===== config.mk =====
export PLATFORM = sky130hd
export DESIGN_NAME = sdram_rw_scheduler
export DESIGN_NICKNAME = d
export VERILOG_FILES = /design/src/rtl/sdram_rw_scheduler.sv
export SDC_FILE = /design/constraint.sdc
export NUM_CORES = 1
export LEC_CHECK = 0
export ABC_AREA = 1
export CAP_MARGIN = 20
export CORE_MARGIN = 2
export CORE_UTILIZATION = 35
export CTS_BUF_LIST = sky130_fd_sc_hd__clkbuf_8
export CTS_CLUSTER_SIZE = 8
export DETAILED_ROUTE_END_ITERATION = 8
export HOLD_SLACK_MARGIN = 0.15
export PLACE_DENSITY = 0.58
export SLEW_MARGIN = 15
export SYNTH_ARGS = -nofsm -noshare
export SYNTH_HDL_FRONTEND = slang
export SYNTH_SLANG_ARGS = --single-unit

===== constraint.sdc =====
create_clock -name S_CLK -period 2.25 [get_ports S_CLK]
set_input_delay 0.675 -clock S_CLK [delete_from_list [all_inputs] [get_ports S_CLK]]
set_output_delay 0.675 -clock S_CLK [all_outputs]
set_load 0.02 [all_outputs]

===== src/rtl/sdram_rw_scheduler.sv =====
// SDRAM burst scheduler: arbitrates camera write / VGA read bursts.
// Ports: S_CLK, RST_N, FIFO levels, acks in; requests, addr, bank out.
// Optional macro PINGPONG_EN enables frame double-buffering by bank.
module sdram_rw_scheduler #(
  parameter int unsigned BURST_LEN   = 256,
  parameter int unsigned FRAME_WORDS = 307200,
  parameter int unsigned WR_THRESH   = 256,
  parameter int unsigned RD_THRESH   = 256
) (
  input  logic        S_CLK,
  input  logic        RST_N,
  input  logic [8:0]  wr_fifo_usedw,
  input  logic [8:0]  rd_fifo_usedw,
  input  logic        rd_enable,
  input  logic        write_ack,
  input  logic        read_ack,
  output logic        write_en,
  output logic        read_en,
  output logic [19:0] addr,
  output logic [1:0]  bank,
  output logic        busy,
  output logic        wr_frame_done
);

  typedef enum logic [1:0] {IDLE, WR, RD} state_t;
  typedef enum logic {SRV_WR, SRV_RD} srv_t;

  localparam logic [20:0] BL = 21'(BURST_LEN);
  localparam logic [20:0] FW = 21'(FRAME_WORDS);
  localparam logic [9:0]  WT = 10'(WR_THRESH);
  localparam logic [9:0]  RT = 10'(RD_THRESH);

  state_t      state_q, state_d;
  srv_t        last_q, last_d;
  logic        write_en_q, write_en_d;
  logic        read_en_q, read_en_d;
  logic [19:0] addr_q, addr_d;
  logic [1:0]  bank_q, bank_d;
  logic        busy_q, busy_d;
  logic        fdone_q, fdone_d;
  logic [19:0] wr_addr_q, wr_addr_d;
  logic [19:0] rd_addr_q, rd_addr_d;
  logic [1:0]  wr_bank_q, rd_bank_q;

  logic        wr_pend, rd_pend, go_wr;
  logic [20:0] wr_sum, rd_sum;
  logic        wr_wrap, rd_wrap;
  logic [19:0] wr_nxt, rd_nxt;
  logic        wr_done, rd_done;

  assign wr_pend = {1'b0, wr_fifo_usedw} >= WT;
  assign rd_pend = rd_enable &&
                   ({1'b0, rd_fifo_usedw} < RT);
  // Round-robin only matters when both are pending.
  assign go_wr   = wr_pend &&
                   (!rd_pend || last_q == SRV_RD);

  assign wr_sum  = {1'b0, wr_addr_q} + BL;
  assign rd_sum  = {1'b0, rd_addr_q} + BL;
  assign wr_wrap = wr_sum >= FW;
  assign rd_wrap = rd_sum >= FW;
  assign wr_nxt  = wr_wrap ? 20'd0 : wr_sum[19:0];
  assign rd_nxt  = rd_wrap ? 20'd0 : rd_sum[19:0];

  assign wr_done = (state_q == WR) && write_ack;
  assign rd_done = (state_q == RD) && read_ack;

  always_comb begin
    state_d    = state_q;
    last_d     = last_q;
    write_en_d = write_en_q;
    read_en_d  = read_en_q;
    addr_d     = addr_q;
    bank_d     = bank_q;
    busy_d     = busy_q;
    fdone_d    = 1'b0;
    wr_addr_d  = wr_addr_q;
    rd_addr_d  = rd_addr_q;
    unique case (state_q)
      IDLE: begin
        if (go_wr) begin
          state_d    = WR;
          write_en_d = 1'b1;
          addr_d     = wr_addr_q;
          bank_d     = wr_bank_q;
          busy_d     = 1'b1;
        end else if (rd_pend) begin
          state_d   = RD;
          read_en_d = 1'b1;
          addr_d    = rd_addr_q;
          bank_d    = rd_bank_q;
          busy_d    = 1'b1;
        end
      end
      WR: begin
        if (write_ack) begin
          state_d    = IDLE;
          write_en_d = 1'b0;
          busy_d     = 1'b0;
          last_d     = SRV_WR;
          wr_addr_d  = wr_nxt;
          fdone_d    = wr_wrap;
        end
      end
      RD: begin
        if (read_ack) begin
          state_d   = IDLE;
          read_en_d = 1'b0;
          busy_d    = 1'b0;
          last_d    = SRV_RD;
          rd_addr_d = rd_nxt;
        end
      end
      default: begin
        state_d    = IDLE;
        write_en_d = 1'b0;
        read_en_d  = 1'b0;
        busy_d     = 1'b0;
      end
    endcase
  end

  always_ff @(posedge S_CLK or negedge RST_N) begin
    if (!RST_N) begin
      state_q    <= IDLE;
      last_q     <= SRV_RD;
      write_en_q <= 1'b0;
      read_en_q  <= 1'b0;
      addr_q     <= 20'd0;
      bank_q     <= 2'd0;
      busy_q     <= 1'b0;
      fdone_q    <= 1'b0;
      wr_addr_q  <= 20'd0;
      rd_addr_q  <= 20'd0;
    end else begin
      state_q    <= state_d;
      last_q     <= last_d;
      write_en_q <= write_en_d;
      read_en_q  <= read_en_d;
      addr_q     <= addr_d;
      bank_q     <= bank_d;
      busy_q     <= busy_d;
      fdone_q    <= fdone_d;
      wr_addr_q  <= wr_addr_d;
      rd_addr_q  <= rd_addr_d;
    end
  end

`ifdef PINGPONG_EN
  // done_bank_q: bank holding the last fully written frame.
  // Reset 0 keeps reads on bank 0 until a write frame ends.
  logic [1:0] done_bank_q;

  always_ff @(posedge S_CLK or negedge RST_N) begin
    if (!RST_N) begin
      wr_bank_q   <= 2'd0;
      rd_bank_q   <= 2'd0;
      done_bank_q <= 2'd0;
    end else begin
      if (wr_done && wr_wrap) begin
        wr_bank_q   <= {1'b0, ~wr_bank_q[0]};
        done_bank_q <= wr_bank_q;
      end
      if (rd_done && rd_wrap) begin
        rd_bank_q <= done_bank_q;
      end
    end
  end
`else
  logic unused_done;
  assign unused_done = wr_done ^ rd_done;
  assign wr_bank_q   = 2'd0;
  assign rd_bank_q   = 2'd0;
`endif

  assign write_en      = write_en_q;
  assign read_en       = read_en_q;
  assign addr          = addr_q;
  assign bank          = bank_q;
  assign busy          = busy_q;
  assign wr_frame_done = fdone_q;

endmodule


# Yosys cells after proc, flatten, opt, wreduce, memory -nomap -nowiden
# Index checks and enable logic that the tools add are counted.
[op_classes] addsub=2 order_cmp=4 n_div=0 n_reduce_logical=14 n_eq_ne=8 n_mul=0 bitwise=2 shifts=0 muxes=24
[op_table] op="2-to-1 mux 20 bit" count=4
[op_table] op="adder 20 x 9 -> 21 bit, second input constant" count=2
[op_table] op=">= comparator 21 x 19 -> 1 bit, second input constant" count=2
[op_table] op="2-to-1 mux 2 bit" count=6
[op_table] op="!= test 2 bit, second input constant" count=5
[op_table] op=">= comparator 9 bit, second input constant" count=1
[op_table] op="< comparator 9 bit, second input constant" count=1
[op_table] op="2-to-1 mux 1 bit" count=9
[op_table] op="one-hot mux 1 bit (3 select lines)" count=3
[op_table] op="AND reduction 3 bit" count=3
[op_table] op="one-hot mux 2 bit (3 select lines)" count=1
[op_table] op="AND reduction 2 bit" count=3
[op_table] op="AND reduction 4 bit" count=1
[op_table] op="nonzero test 2 bit" count=2
[op_table] op="!= test 3 bit, second input constant" count=1
[op_table] op="== test 2 x 1 -> 1 bit, second input constant" count=1
[op_table] op="== test 2 bit, second input constant" count=1
[op_table] op="logical AND 1 bit" count=2
[op_table] op="zero test 2 bit" count=1
[op_table] op="NOT 1 bit" count=2
[op_table] op="one-hot mux 1 bit (2 select lines)" count=1
[op_table] op="zero test 1 bit" count=1
[op_table] op="logical OR 1 bit" count=1
[totals] mem_count=0 wordCells=64 ram_bits=0 rom_bits=0 ff_bits=69 latch_bits=0

# Longest topological paths before layout
[depth] word_depth=7 mapped_depth=14

# Least setup slack after synthesis
# Ideal clock, no wire load.
[synth_path] kind="input -> register" from="in rd_enable" to="reg addr_q[13], in the netlist addr[13]" cell_stages=10 arrival_ns=1.643 setup_slack_ns=0.475 cell_sequence="inv_2 > nor2_1 > nand2_1 > nand2_1 > o21ai_0 > nand2_1 > inv_1 > buf_2 > o22ai_1 > a21oi_1"
[synth_via] elab_chain_cells=6
[synth_lines] element="from (decl)" line_no="14" rtl="input logic rd_enable,"
[synth_lines] element="logical AND 1 bit *" line_no="52" rtl="assign rd_pend = rd_enable &&"
[synth_lines] element="zero test 1 bit" line_no="56" rtl="(!rd_pend || last_q == SRV_RD);"
[synth_lines] element="logical OR 1 bit" line_no="56"
[synth_lines] element="logical AND 1 bit" line_no="55" rtl="assign go_wr = wr_pend &&"
[synth_lines] element="nonzero test 2 bit (no line)"
[synth_lines] element="AND reduction 2 bit (no line)"
[synth_lines] element="to (signal assigned)" line_no="140" rtl="addr_q <= addr_d;"
[synth_lines] element="to (decl)" line_no="37" rtl="logic [19:0] addr_q, addr_d;"
# Mark *: on every way between the ends. The rest lies on a longest branch, timed or not.
# A chain may end at the register's enable or synchronous reset.

# Worst setup path in the final report
[layout_path] from="reg wr_addr_q[8]" to="reg wr_addr_q[10]"
[layout_via] elab_chain_cells=3
[layout_lines] element="from (decl)" line_no="41" rtl="logic [19:0] wr_addr_q, wr_addr_d;"
[layout_lines] element="from (signal assigned)" line_no="144" rtl="wr_addr_q <= wr_addr_d;"
[layout_lines] element="adder 20 x 9 -> 21 bit *" line_no="58" rtl="assign wr_sum = {1'b0, wr_addr_q} + BL;"
[layout_lines] element=">= comparator 21 x 19 -> 1 bit" line_no="60" rtl="assign wr_wrap = wr_sum >= FW;"
[layout_lines] element="2-to-1 mux 20 bit *" line_no="62" rtl="assign wr_nxt = wr_wrap ? 20'd0 : wr_sum[19:0];"
# Marked as above.

==> impl_metrics.csv <==
group,metric,value,unit
status,status,"completed",
sta,hold_viol_final,0,
job,cap_violations,0,
cts,post-cts-setup-buffers,0,
layout,finalNetCount,382,
worst_setup_path,slowest_delay,0.45,ns
synth,ys_types,31,
synth,syn_area,2500,µm²
synth,synth_seq_cells,43,
sta,finalCriticalPeriod,2.02,ns
synth,yosys.area.top_type,"dfrtp_1",
cts,path_clk_slew,0.08,ns
floorplan,core-area,6870,µm²
sta,rsz0062_at_grt,"false",
cts,clockBufferDepth,2,
worst_setup_path,crit_chain,"ha_1, nand3_1, inv_1, nand2_1, nor2_1, xor2_1, nand2_1, nand2_1, buf_4, a21oi_2",
cts,cts_resized,0,
worst_setup_path,r2r-start,"wr_addr_q[8]",
route,detail_route.wl_per_cell,12.1,µm
worst_setup_path,crit_path_max_fanout,8,
worst_setup_path,endpoint_kind,"register",
global_routing,grt_max_degree,44,
worst_setup_path,cp_common_cell,"nand2_1",
route,vias,2091,
sta,final-setup-viol-count,0,
floorplan,start_util,36.4,%
placed_design,portBuffers,22,
route,drc_errors,0,
pwr,p_per_area,1140,nW/µm²
sta,fin_crit_sh,89.7,%
synth,ys_warn_count,0,
synth,synth_seq_area_share,43.1,%
sta,slew_violations,0,
cts,numCtsBuffers,5,
worst_setup_path,path_class,"reg -> reg",
sta,finalWorstSetupSlack,0.232,ns
global_routing,grt.total_usage,15.4,%
hold_path,hp-class,"in -> async",
floorplan,die-width,88.5,µm
route,wl,5480,µm
pwr,pwr-share-comb,44.6,%
worst_setup_path,worstPathArrival,2.20,ns
pwr,power.leakage,1.35,nW
cts,tritoncts,"yes",
worst_setup_path,worstPathRequired,2.43,ns
layout,drive_above_1_share,15.9,%
placed_design,hpwl,4160,µm
cts,clk_latency,0.30,ns
pwr,p_int,1.96,mW
pwr,pwr-share-clk,16.3,%
floorplan,rows,30,
placed_design,dp.cells,446,
pwr,switching_share,41.9,%
worst_setup_path,crit_path_start,"wr_addr_q[8]",
synth,synth.top_cells.by_area,"dfrtp_1 42%, nand2_1 13%, inv_1 5.4%",
synth,syn_avg_cell_area,7.72,µm²
pwr,p_sw,1.41,mW
worst_setup_path,setup.worst_path.start_class,"register",
global_routing,grt_pass1_vias,2039,
global_routing,grt_overflow,0,
global_routing,grt_pass1_wl,9390,µm
worst_setup_path,cp_slowest_cell,"dfrtp_1",
layout,diodes,0,
route,drt_iter0_drc,98,
pwr,power_frac_seq,39.2,%
sta,fin_setup_tns,0,ns
layout,utilization,43.2,%
sta,finalClockSkew,0.00878,ns
cts,htreeDepth,2,
floorplan,ios,49,
placed_design,place_ws,-0.0455,ns
global_routing,grt_antenna_before_repair,0,
route,vias_per_cell,4.61,
floorplan,die-area,7840,µm²
synth,syn_inst,324,
route,first_pass_iters,4,
pwr,max-vdd-ir-drop,409,µV
placed_design,gp_congestion,0.792,
cts,clock_sinks,43,
sta,max_freq,496,MHz
synth,yosys.area.top_type_share,42.0,%
sta,whs,0.331,ns
layout,fin_cells,454,
cts,clockRootBuffer,"clkbuf_8",
cts,hold_buffers,0,
layout,syn_to_final_growth,18.6,%
floorplan,die-height,88.5,µm
route,drt.antenna.violating_nets,0,
[stage by stage]
step                      power [mW]  area (µm²)
after global routing            3.64        2970
after detailed placement        2.86        2870
after CTS                       3.42        2970
final                           3.37        2970
after global placement          2.84        2870
after floorplan                 2.29        2530
[registers in the layout, summed over array words and instances, names as in the netlist]
signal,cells
last_q,1
busy,1
state_q,2
wr_addr_q,12
addr,12
read_en,1
write_en,1
rd_addr_q,12
wr_frame_done,1
[cell usage after synthesis]
library cell / number
a21oi_1: 16
a21oi_2: 11
buf_2: 2
buf_4: 11
buf_6: 2
clkbuf_1: 3
conb_1: 1
dfrtp_1: 42
dfstp_2: 1
ha_1: 2
inv_1: 36
inv_2: 3
nand2_1: 87
nand2_2: 4
nand3_1: 11
nand3_2: 1
nand3b_1: 1
nand4_1: 2
nor2_1: 31
nor2_2: 4
nor2_4: 2
nor3_1: 2
nor4_1: 2
o21a_1: 1
o21ai_0: 17
o21ai_2: 9
o21bai_1: 1
o22ai_1: 8
or2_2: 1
xnor2_1: 4
xor2_1: 6
[placed cells by master (no fill, tap or decap), types with 6 or more instances in the layout]
cell              n
a21oi_2          11
inv_1            37
dfrtp_1          42
o21ai_2           9
buf_4            11
nand2_1          87
o22ai_1           8
o21ai_0          17
xor2_1            6
nor2_1           31
conb_1           10
clkbuf_8          7
nand3_1          11
clkdlybuf4s50_1  21
a21oi_1          16
[cell type report]
class,instances,area [µm²]
clock buffer,7,96.3
clock inverter,1,3.75
fill,709,3900
inverter,39,146
multi-input combinational,233,1180
sequential,43,1080
tap,96,120
timing repair buffer,35,338
[metal layers]
layer  vias to the layer above  share of wire, %  global-route usage [%]
li1                       1074                 -                       -
met1                       982                48                    20.7
met2                        27                48                    25.4
met3                         8               3.1                    2.80
met4                         0               1.2                    4.55
met5                         -                 0                       0
[kinds of logic after synthesis]
family | Yosys count | share of synthesized area [%]
AND/OR/NAND/NOR | 148 | 25.2
buffers and inverters | 57 | 10.9
XOR/XNOR | 10 | 3.50
adder cells (fa/ha/maj) | 2 | 1.00
AO/OA/AOI/OAI | 63 | 16.2
other | 1 | 0.150
flip-flops | 43 | 43.1
[worst paths after layout]
kind / to / depth (start not counted) / slack (ns)
hold reg to reg: read_en / 2 / 0.50
min in group S_CLK: read_en / 2 / 0.50
max in group asynchronous: last_q / 2 / 1.64
setup reg to reg: wr_addr_q[10] / 10 / 0.23
hold / removal: rd_addr_q[9] / 2 / 0.33
setup / recovery: wr_addr_q[10] / 10 / 0.23
[power by group through the flow]
stage / clock, mW / combinational (mW) / sequential (mW)
6_report: 0.548 / 1.50 / 1.32
5_1_grt: 0.594 / 1.69 / 1.36
4_1_cts: 0.569 / 1.53 / 1.32
3_5_place_dp: 0 / 1.52 / 1.34
3_3_place_gp: 0 / 1.51 / 1.33
2_1_floorplan: 0 / 0.867 / 1.42
[critical path, delay by kind of cell (launching register included)]
family	cells	cell delay, ns
DFF	1	0.45
AOI/OAI and AO/OA	1	0.07
xor gates and xnor gates	1	0.19
and+or+nand+nor	5	0.61
adders and majority gates	1	0.27
buffers and inverters	2	0.30
No activity file was read; power rests on OpenSTA's default activity.
